--- src/rtl/bloco_controle_pkg.sv ---
// -----------------------------------------------------------------------------
// bloco_controle_pkg
// Shared definitions for the Horner control unit and the operative block:
//   - estado_t     : FSM state encoding (3-bit; codes 7 is unused)
//   - SEL0_*       : operand mux (M0) select values
//   - SEL1_*       : ALU port b mux (M1) select values
//   - SEL2_*       : ALU port a mux (M2) select values
//   - ALU_OP_*     : ALU operation select values (H)
// Optional feature macro used by the users of this package:
//   BLOCO_CONTROLE_CONTADOR_EN (completed-run counter output).
// -----------------------------------------------------------------------------
package bloco_controle_pkg;

    typedef enum logic [2:0] {
        OCIOSO  = 3'd0,
        CARGA_X = 3'd1,
        MUL_A   = 3'd2,
        SOMA_B  = 3'd3,
        MUL_X   = 3'd4,
        SOMA_C  = 3'd5,
        FIM     = 3'd6
    } estado_t;

    // M0: operand mux
    localparam logic [1:0] SEL0_ZERO = 2'b00;
    localparam logic [1:0] SEL0_A    = 2'b01;
    localparam logic [1:0] SEL0_B    = 2'b10;
    localparam logic [1:0] SEL0_C    = 2'b11;

    // M1: ALU port b
    localparam logic [1:0] SEL1_MUX0 = 2'b00;
    localparam logic [1:0] SEL1_X    = 2'b01;
    localparam logic [1:0] SEL1_S    = 2'b10;
    localparam logic [1:0] SEL1_H    = 2'b11;

    // M2: ALU port a
    localparam logic [1:0] SEL2_X    = 2'b00;
    localparam logic [1:0] SEL2_MUX0 = 2'b01;
    localparam logic [1:0] SEL2_S    = 2'b10;
    localparam logic [1:0] SEL2_H    = 2'b11;

    // ALU operation select, shared with the ALU
    localparam logic ALU_OP_SOMA = 1'b0;
    localparam logic ALU_OP_MULT = 1'b1;

endpackage

--- src/rtl/bloco_controle_if.sv ---
// -----------------------------------------------------------------------------
// bloco_controle_if
// Bundles the controller's system handshake and datapath control signals.
//   inicio   : start request (system -> controller)
//   LX/LS/LH : load strobes for registers X, S, H
//   M0/M1/M2 : operand mux, ALU port b, ALU port a selects
//   H        : ALU operation select
//   ocupado  : busy, high outside OCIOSO
//   pronto   : one-cycle done pulse, S holds the result while high
//   estado   : debug view of the FSM state register
//   contagem : completed-run counter (only with BLOCO_CONTROLE_CONTADOR_EN)
// Modports: master = controller side, slave = system/datapath side.
// Handshake: inicio is a level request sampled only while ocupado=0; a run
// accepted at an edge cannot be cancelled or restarted by inicio, and ends
// with exactly one pronto cycle, after which inicio is sampled again.
// -----------------------------------------------------------------------------
interface bloco_controle_if;
    logic       inicio;
    logic       LX;
    logic       LS;
    logic       LH;
    logic [1:0] M0;
    logic [1:0] M1;
    logic [1:0] M2;
    logic       H;
    logic       ocupado;
    logic       pronto;
    logic [2:0] estado;
`ifdef BLOCO_CONTROLE_CONTADOR_EN
    logic [7:0] contagem;

    modport master (
        input  inicio,
        output LX, LS, LH, M0, M1, M2, H, ocupado, pronto, estado, contagem
    );
    modport slave (
        output inicio,
        input  LX, LS, LH, M0, M1, M2, H, ocupado, pronto, estado, contagem
    );
`else
    modport master (
        input  inicio,
        output LX, LS, LH, M0, M1, M2, H, ocupado, pronto, estado
    );
    modport slave (
        output inicio,
        input  LX, LS, LH, M0, M1, M2, H, ocupado, pronto, estado
    );
`endif
endinterface

--- src/rtl/bloco_controle.sv ---
// -----------------------------------------------------------------------------
// bloco_controle
// Moore FSM that sequences the operative block through a Horner evaluation
//   resultado = ((A*K)+B)*K + C   (width/truncation handled by the ALU)
// Ports:
//   clk : system clock, rising edge
//   rst : asynchronous, active-high reset (forces OCIOSO, all outputs low)
//   bus : bloco_controle_if.master (inicio in; strobes, selects, H, ocupado,
//         pronto, estado debug, optional contagem out)
// Parameters:
//   H_SOMA / H_MULT : value of H selecting ALU addition / multiplication
// Optional feature: define BLOCO_CONTROLE_CONTADOR_EN to add contagem[7:0],
// a saturating count of completed runs.
// -----------------------------------------------------------------------------
module bloco_controle
    import bloco_controle_pkg::*;
#(
    parameter logic H_SOMA = ALU_OP_SOMA,
    parameter logic H_MULT = ALU_OP_MULT
) (
    input logic              clk,
    input logic              rst,
    bloco_controle_if.master bus
);

    estado_t estado_q;
    estado_t estado_d;

    // State register
    always_ff @(posedge clk or posedge rst) begin
        if (rst) begin
            estado_q <= OCIOSO;
        end else begin
            estado_q <= estado_d;
        end
    end

    // Next state and Moore output decode
    always_comb begin
        estado_d    = OCIOSO;
        bus.LX      = 1'b0;
        bus.LS      = 1'b0;
        bus.LH      = 1'b0;
        bus.M0      = SEL0_ZERO;
        bus.M1      = SEL1_MUX0;
        bus.M2      = SEL2_X;
        bus.H       = H_SOMA;
        bus.ocupado = 1'b0;
        bus.pronto  = 1'b0;

        case (estado_q)
            OCIOSO: begin
                estado_d = bus.inicio ? CARGA_X : OCIOSO;
            end
            CARGA_X: begin
                estado_d    = MUL_A;
                bus.ocupado = 1'b1;
                bus.LX      = 1'b1;
            end
            MUL_A: begin
                // S = X * A
                estado_d    = SOMA_B;
                bus.ocupado = 1'b1;
                bus.M2      = SEL2_X;
                bus.M0      = SEL0_A;
                bus.M1      = SEL1_MUX0;
                bus.H       = H_MULT;
                bus.LS      = 1'b1;
            end
            SOMA_B: begin
                // S = S + B
                estado_d    = MUL_X;
                bus.ocupado = 1'b1;
                bus.M2      = SEL2_S;
                bus.M0      = SEL0_B;
                bus.M1      = SEL1_MUX0;
                bus.H       = H_SOMA;
                bus.LS      = 1'b1;
            end
            MUL_X: begin
                // S = S * X
                estado_d    = SOMA_C;
                bus.ocupado = 1'b1;
                bus.M2      = SEL2_S;
                bus.M1      = SEL1_X;
                bus.H       = H_MULT;
                bus.LS      = 1'b1;
            end
            SOMA_C: begin
                // S = S + C
                estado_d    = FIM;
                bus.ocupado = 1'b1;
                bus.M2      = SEL2_S;
                bus.M0      = SEL0_C;
                bus.M1      = SEL1_MUX0;
                bus.H       = H_SOMA;
                bus.LS      = 1'b1;
            end
            FIM: begin
                estado_d    = OCIOSO;
                bus.ocupado = 1'b1;
                bus.pronto  = 1'b1;
            end
            default: begin
                // Unused code: idle outputs, recover to OCIOSO
                estado_d = OCIOSO;
            end
        endcase
    end

    assign bus.estado = estado_q;

`ifdef BLOCO_CONTROLE_CONTADOR_EN
    logic [7:0] contagem_q;
    logic [7:0] contagem_d;

    // FIM always exits on the next edge, so being in FIM marks a completed run
    always_comb begin
        contagem_d = contagem_q;
        if (estado_q == FIM && contagem_q != 8'hFF) begin
            contagem_d = contagem_q + 8'd1;
        end
    end

    always_ff @(posedge clk or posedge rst) begin
        if (rst) begin
            contagem_q <= 8'd0;
        end else begin
            contagem_q <= contagem_d;
        end
    end

    assign bus.contagem = contagem_q;
`endif

endmodule

--- src/flat_wrapper.sv ---
// flat-port wrapper written by rule: the top's interface ports become plain ports
module bloco_controle_flat import bloco_controle_pkg::*;
#(
    parameter logic H_SOMA = ALU_OP_SOMA,
    parameter logic H_MULT = ALU_OP_MULT
)
  (clk, rst, bus_inicio, bus_LX, bus_LS, bus_LH, bus_M0, bus_M1, bus_M2, bus_H, bus_ocupado, bus_pronto, bus_estado);
  bloco_controle_if bus_i ();
  input logic clk;
  input logic rst;
  input wire logic [$bits(bus_i.inicio)-1:0] bus_inicio;
  output wire logic [$bits(bus_i.LX)-1:0] bus_LX;
  output wire logic [$bits(bus_i.LS)-1:0] bus_LS;
  output wire logic [$bits(bus_i.LH)-1:0] bus_LH;
  output wire logic [$bits(bus_i.M0)-1:0] bus_M0;
  output wire logic [$bits(bus_i.M1)-1:0] bus_M1;
  output wire logic [$bits(bus_i.M2)-1:0] bus_M2;
  output wire logic [$bits(bus_i.H)-1:0] bus_H;
  output wire logic [$bits(bus_i.ocupado)-1:0] bus_ocupado;
  output wire logic [$bits(bus_i.pronto)-1:0] bus_pronto;
  output wire logic [$bits(bus_i.estado)-1:0] bus_estado;
  assign bus_i.inicio = bus_inicio;
  assign bus_LX = bus_i.LX;
  assign bus_LS = bus_i.LS;
  assign bus_LH = bus_i.LH;
  assign bus_M0 = bus_i.M0;
  assign bus_M1 = bus_i.M1;
  assign bus_M2 = bus_i.M2;
  assign bus_H = bus_i.H;
  assign bus_ocupado = bus_i.ocupado;
  assign bus_pronto = bus_i.pronto;
  assign bus_estado = bus_i.estado;
  bloco_controle #(.H_SOMA(H_SOMA), .H_MULT(H_MULT)) u_core (.clk(clk), .rst(rst), .bus(bus_i));
endmodule
--- config.mk ---
export PLATFORM = sky130hd
export DESIGN_NAME = bloco_controle_flat
export DESIGN_NICKNAME = d
export VERILOG_FILES = /design/src/rtl/bloco_controle_pkg.sv /design/src/rtl/bloco_controle_if.sv /design/src/rtl/bloco_controle.sv /design/src/flat_wrapper.sv
export SDC_FILE = /design/constraint.sdc
export NUM_CORES = 1
export LEC_CHECK = 0
export ABC_CLOCK_PERIOD_IN_PS = 1400
export BUFFER_PORTS_ARGS = -buffer_cell sky130_fd_sc_hd__buf_2
export CAP_MARGIN = 20
export CORE_AREA = 5 5 42 44
export DETAILED_ROUTE_END_ITERATION = 12
export DIE_AREA = 0 0 47 49
export PLACE_DENSITY = 0.46
export SYNTH_ARGS = -nofsm -noshare
export SYNTH_HDL_FRONTEND = slang
export SYNTH_SLANG_ARGS = --single-unit
--- constraint.sdc ---
create_clock -name clk -period 1.4 [get_ports clk]
set_clock_uncertainty 0.2 [all_clocks]
set_input_delay 0.07 -clock clk [delete_from_list [all_inputs] [get_ports clk]]
set_output_delay 0.07 -clock clk [all_outputs]
set_load 0.02 [all_outputs]
==> reports/results.txt <==
The flow ran to the end, but the final reports show violations. The final reports fail on negative setup slack. Setup repair after global routing could not meet its margin everywhere. Counting distinct cell types in the post-synthesis netlist gives 16. The clock reaches the later pin of the worst-skew pair after 0.24 ns.

For this run, design rule violations remaining after detail routing come to 0. Ratio of routed vias to standard cells: 4.09. Data on the critical path arrives at its endpoint at 1.18 ns. The peak fanout along the critical path is 7, and the number of CTS-inserted buffers is 3. After the last flow step, the layout net total stands at 58.

Global-route wire length before repair: 1200 µm. Entering global routing, the biggest net connects 10 pins. The classification of the worst setup path was reg2out. The run gives 0.742 as the combinational fraction of design power. TritonCTS built the clock tree.

In this run the register-to-register setup slack is 0.20 ns. Power spread over the standard cell area amounts to 3020 nW/µm². The total overflow left after global routing is 0. The achievable clock frequency came out at 0.688 GHz.

At the worst endpoint, the required time is 1.13 ns. Global routing usage summed across all routing layers: 0.0763. The number of rows created at floorplan came out at 14. Max-cap violations in this run came to 0. The count of clock tree sinks came out at 3. Number of setup violations in the final report: 7. The width of the die works out to 47 µm. The minimum setup slack in the final design was -0.0540 ns. The detail route stage leaves a number of antenna-violating nets equal to 0. CTS placed an instance of clkbuf_4 at the clock tree root.

The top cell types in the final layout, fill and taps aside, are buf_6 (12), buf_2 (5), buf_4 (4). The buffers plus inverters on the worst setup path works out to 1. STA classifies the critical path endpoint as an output pin. The slowest cell on the critical path is dfrtp_2.

The Yosys step of the flow raised 0 warnings. Counting the fill cells in the layout gives 151. The signal on the critical path passes through xor2_2 > and2_4 > buf_6.

The worst hold path belongs to the class in2async. The cell count after synthesis is 31. The clock slew seen by the registers of the worst setup and hold paths came out at 0.04 ns. During placement, the flow inserted port buffers numbering 14. The final route contains 286 vias. The fraction of final layout cells with drive strength greater than 1 is 0.704. In the final routed layout, each cell accounts on average for 11.1 µm.

For this design the top-level I/O count stands at 18. The initial cell density of the core was 0.175; the setup slack after placement was 0.0851 ns. The register with the most flip-flops in the layout has 3 of them. Synthesis inferred 3 register bits. The count of antenna diodes in the layout is 0, and the length of the first detailed-routing pass in iterations is 2.

The cell class contributing the biggest share of worst-path delay is flip-flops. After routing the design area is 526 µm². The worst path in the final design needs a cycle of 1.45 ns, including I/O delays and setup. For this run, the slowest stage of the critical path takes 0.46 ns. VDD sags by at most 728 µV. The count of pins over their slew limit was 0.

The routed design has 779 µm of wire. The weighted congestion reported at the end of routability-driven placement is 0.642, and the number of H-tree branching levels is 1. A synthesized cell averages 7.91 µm². The run gives 2300 µm² as the floorplan die area. In this run the cell area of the synthesized design comes to 245 µm². The tools report the number of violations reported at the end of detailed-routing iteration 0 as 3.

The y dimension of the die works out to 49 µm. Summed over all nets, the half-perimeter wirelength after detailed placement is 501 µm. Period utilization: 1.04. Maximum clock path buffer count: 2.

Once placement finished, the instance area stood at 325 µm². The part of the Yosys area used for sequential elements was 0.306. Placeable core region: 1400 µm². The power share of the clock group was 0.099.

The area growth from synthesis to final layout is 114%, and the total count of hold-check failures in the final report is 0. The switching portion of total power is 0.460. The library cell used most frequently in the layout, excluding fill and tap cells, is buf_6. The via count of the first global-routing pass came out at 298. The run gives 0.375 as the final core utilization. The number of antenna violations at the first check in global routing was 0; the leakage power figure was 0.257 nW. The internal power of the cells was 0.858 mW. STA classifies the critical path startpoint as a flop. The sequential fraction of design power was 0.159.

The power spent charging and discharging nets came out at 0.731 mW.
## cells by family after synthesis
family,Yosys count,share of synthesized area
buf+inv,8,0.204
simple gates,15,0.332
flops,3,0.306
other cells,1,0.0153
xor+xnor,1,0.0663
compound gates,3,0.0765
## stage by stage
step / setup TNS, ns / power, mW / hold slack (ns) / instances
global placement: 0 / 0.981 / -0.260 / 60
detailed placement: 0 / 0.975 / -0.262 / 60
finish: -0.260 / 1.59 / 0.0419 / 70
global route: -0.675 / 1.70 / 0.0727 / 70
CTS: -0.244 / 1.49 / 0.0317 / 70
floorplan: -0.271 / 0.737 / -0.376 / 33
## power groups by stage
stage / registers (mW) / clock network [mW] / logic [mW]
after floorplan: 0.204 / 0 / 0.534
after CTS: 0.238 / 0.162 / 1.09
after detailed placement: 0.230 / 0 / 0.745
after global placement: 0.231 / 0 / 0.751
after global routing: 0.270 / 0.170 / 1.26
final: 0.253 / 0.158 / 1.18
## tightest hold or removal path: cells and delay by family
family,cells,cell delay [ns]
buffers and inverters,3,0.75
## cell usage after synthesis
master | count | area [µm²]
nand2b_1 | 3 | 18.8
buf_2 | 1 | 5.00
buf_4 | 5 | 37.5
nand3b_1 | 1 | 7.51
conb_1 | 1 | 3.75
o22ai_1 | 1 | 6.26
and2_1 | 2 | 12.5
and3_1 | 2 | 12.5
dfrtp_1 | 3 | 75.1
nor2_1 | 2 | 7.51
nor3_1 | 3 | 15.0
o21ai_1 | 1 | 5.00
inv_1 | 2 | 7.51
nand2_1 | 2 | 7.51
a211oi_1 | 1 | 7.51
xor2_2 | 1 | 16.3
## layout make-up
| cell class | instances | area, µm² | area share |
|---|---|---|---|
| inverters | 2 | 7.51 | 0.0143 |
| clock buffers | 4 | 26.3 | 0.0500 |
| multi-input cells | 22 | 183 | 0.348 |
| flip-flops and latches | 3 | 78.8 | 0.150 |
| well taps | 16 | 20.0 | 0.0381 |
| repair buffers | 23 | 210 | 0.400 |
## path summary, 6_finish.rpt
path / start / cells past startpoint / endpoint
setup / recovery: u_core.bus.estado[1] / 3 / bus_M0[1]
hold / removal: rst / 3 / u_core.bus.estado[1]
setup reg to reg: u_core.bus.estado[2] / 3 / u_core.bus.estado[0]
hold reg to reg: u_core.bus.estado[0] / 2 / u_core.bus.estado[1]
max in group asynchronous: rst / 3 / u_core.bus.estado[2]
min in group clk: u_core.bus.estado[0] / 2 / u_core.bus.estado[1]
## repair_timing
action	4_1_cts	5_1_grt
hold buffers	2	0
buffers inserted	4	1
endpoints found under the hold margin	4	0
resized for setup	24	12
pin swaps	5	1
setup endpoints to repair	9	10
## routing by layer
layer | vias to the layer above | share of wire | GRT usage
li1 | 138 | - | -
met1 | 134 | 0.37 | 0.0800
met2 | 10 | 0.52 | 0.104
met3 | 4 | 0.065 | 0.0295
met4 | 0 | 0.035 | 0.0829
met5 | - | 0 | 0
Note: power is estimated with default switching activity, not from simulation.
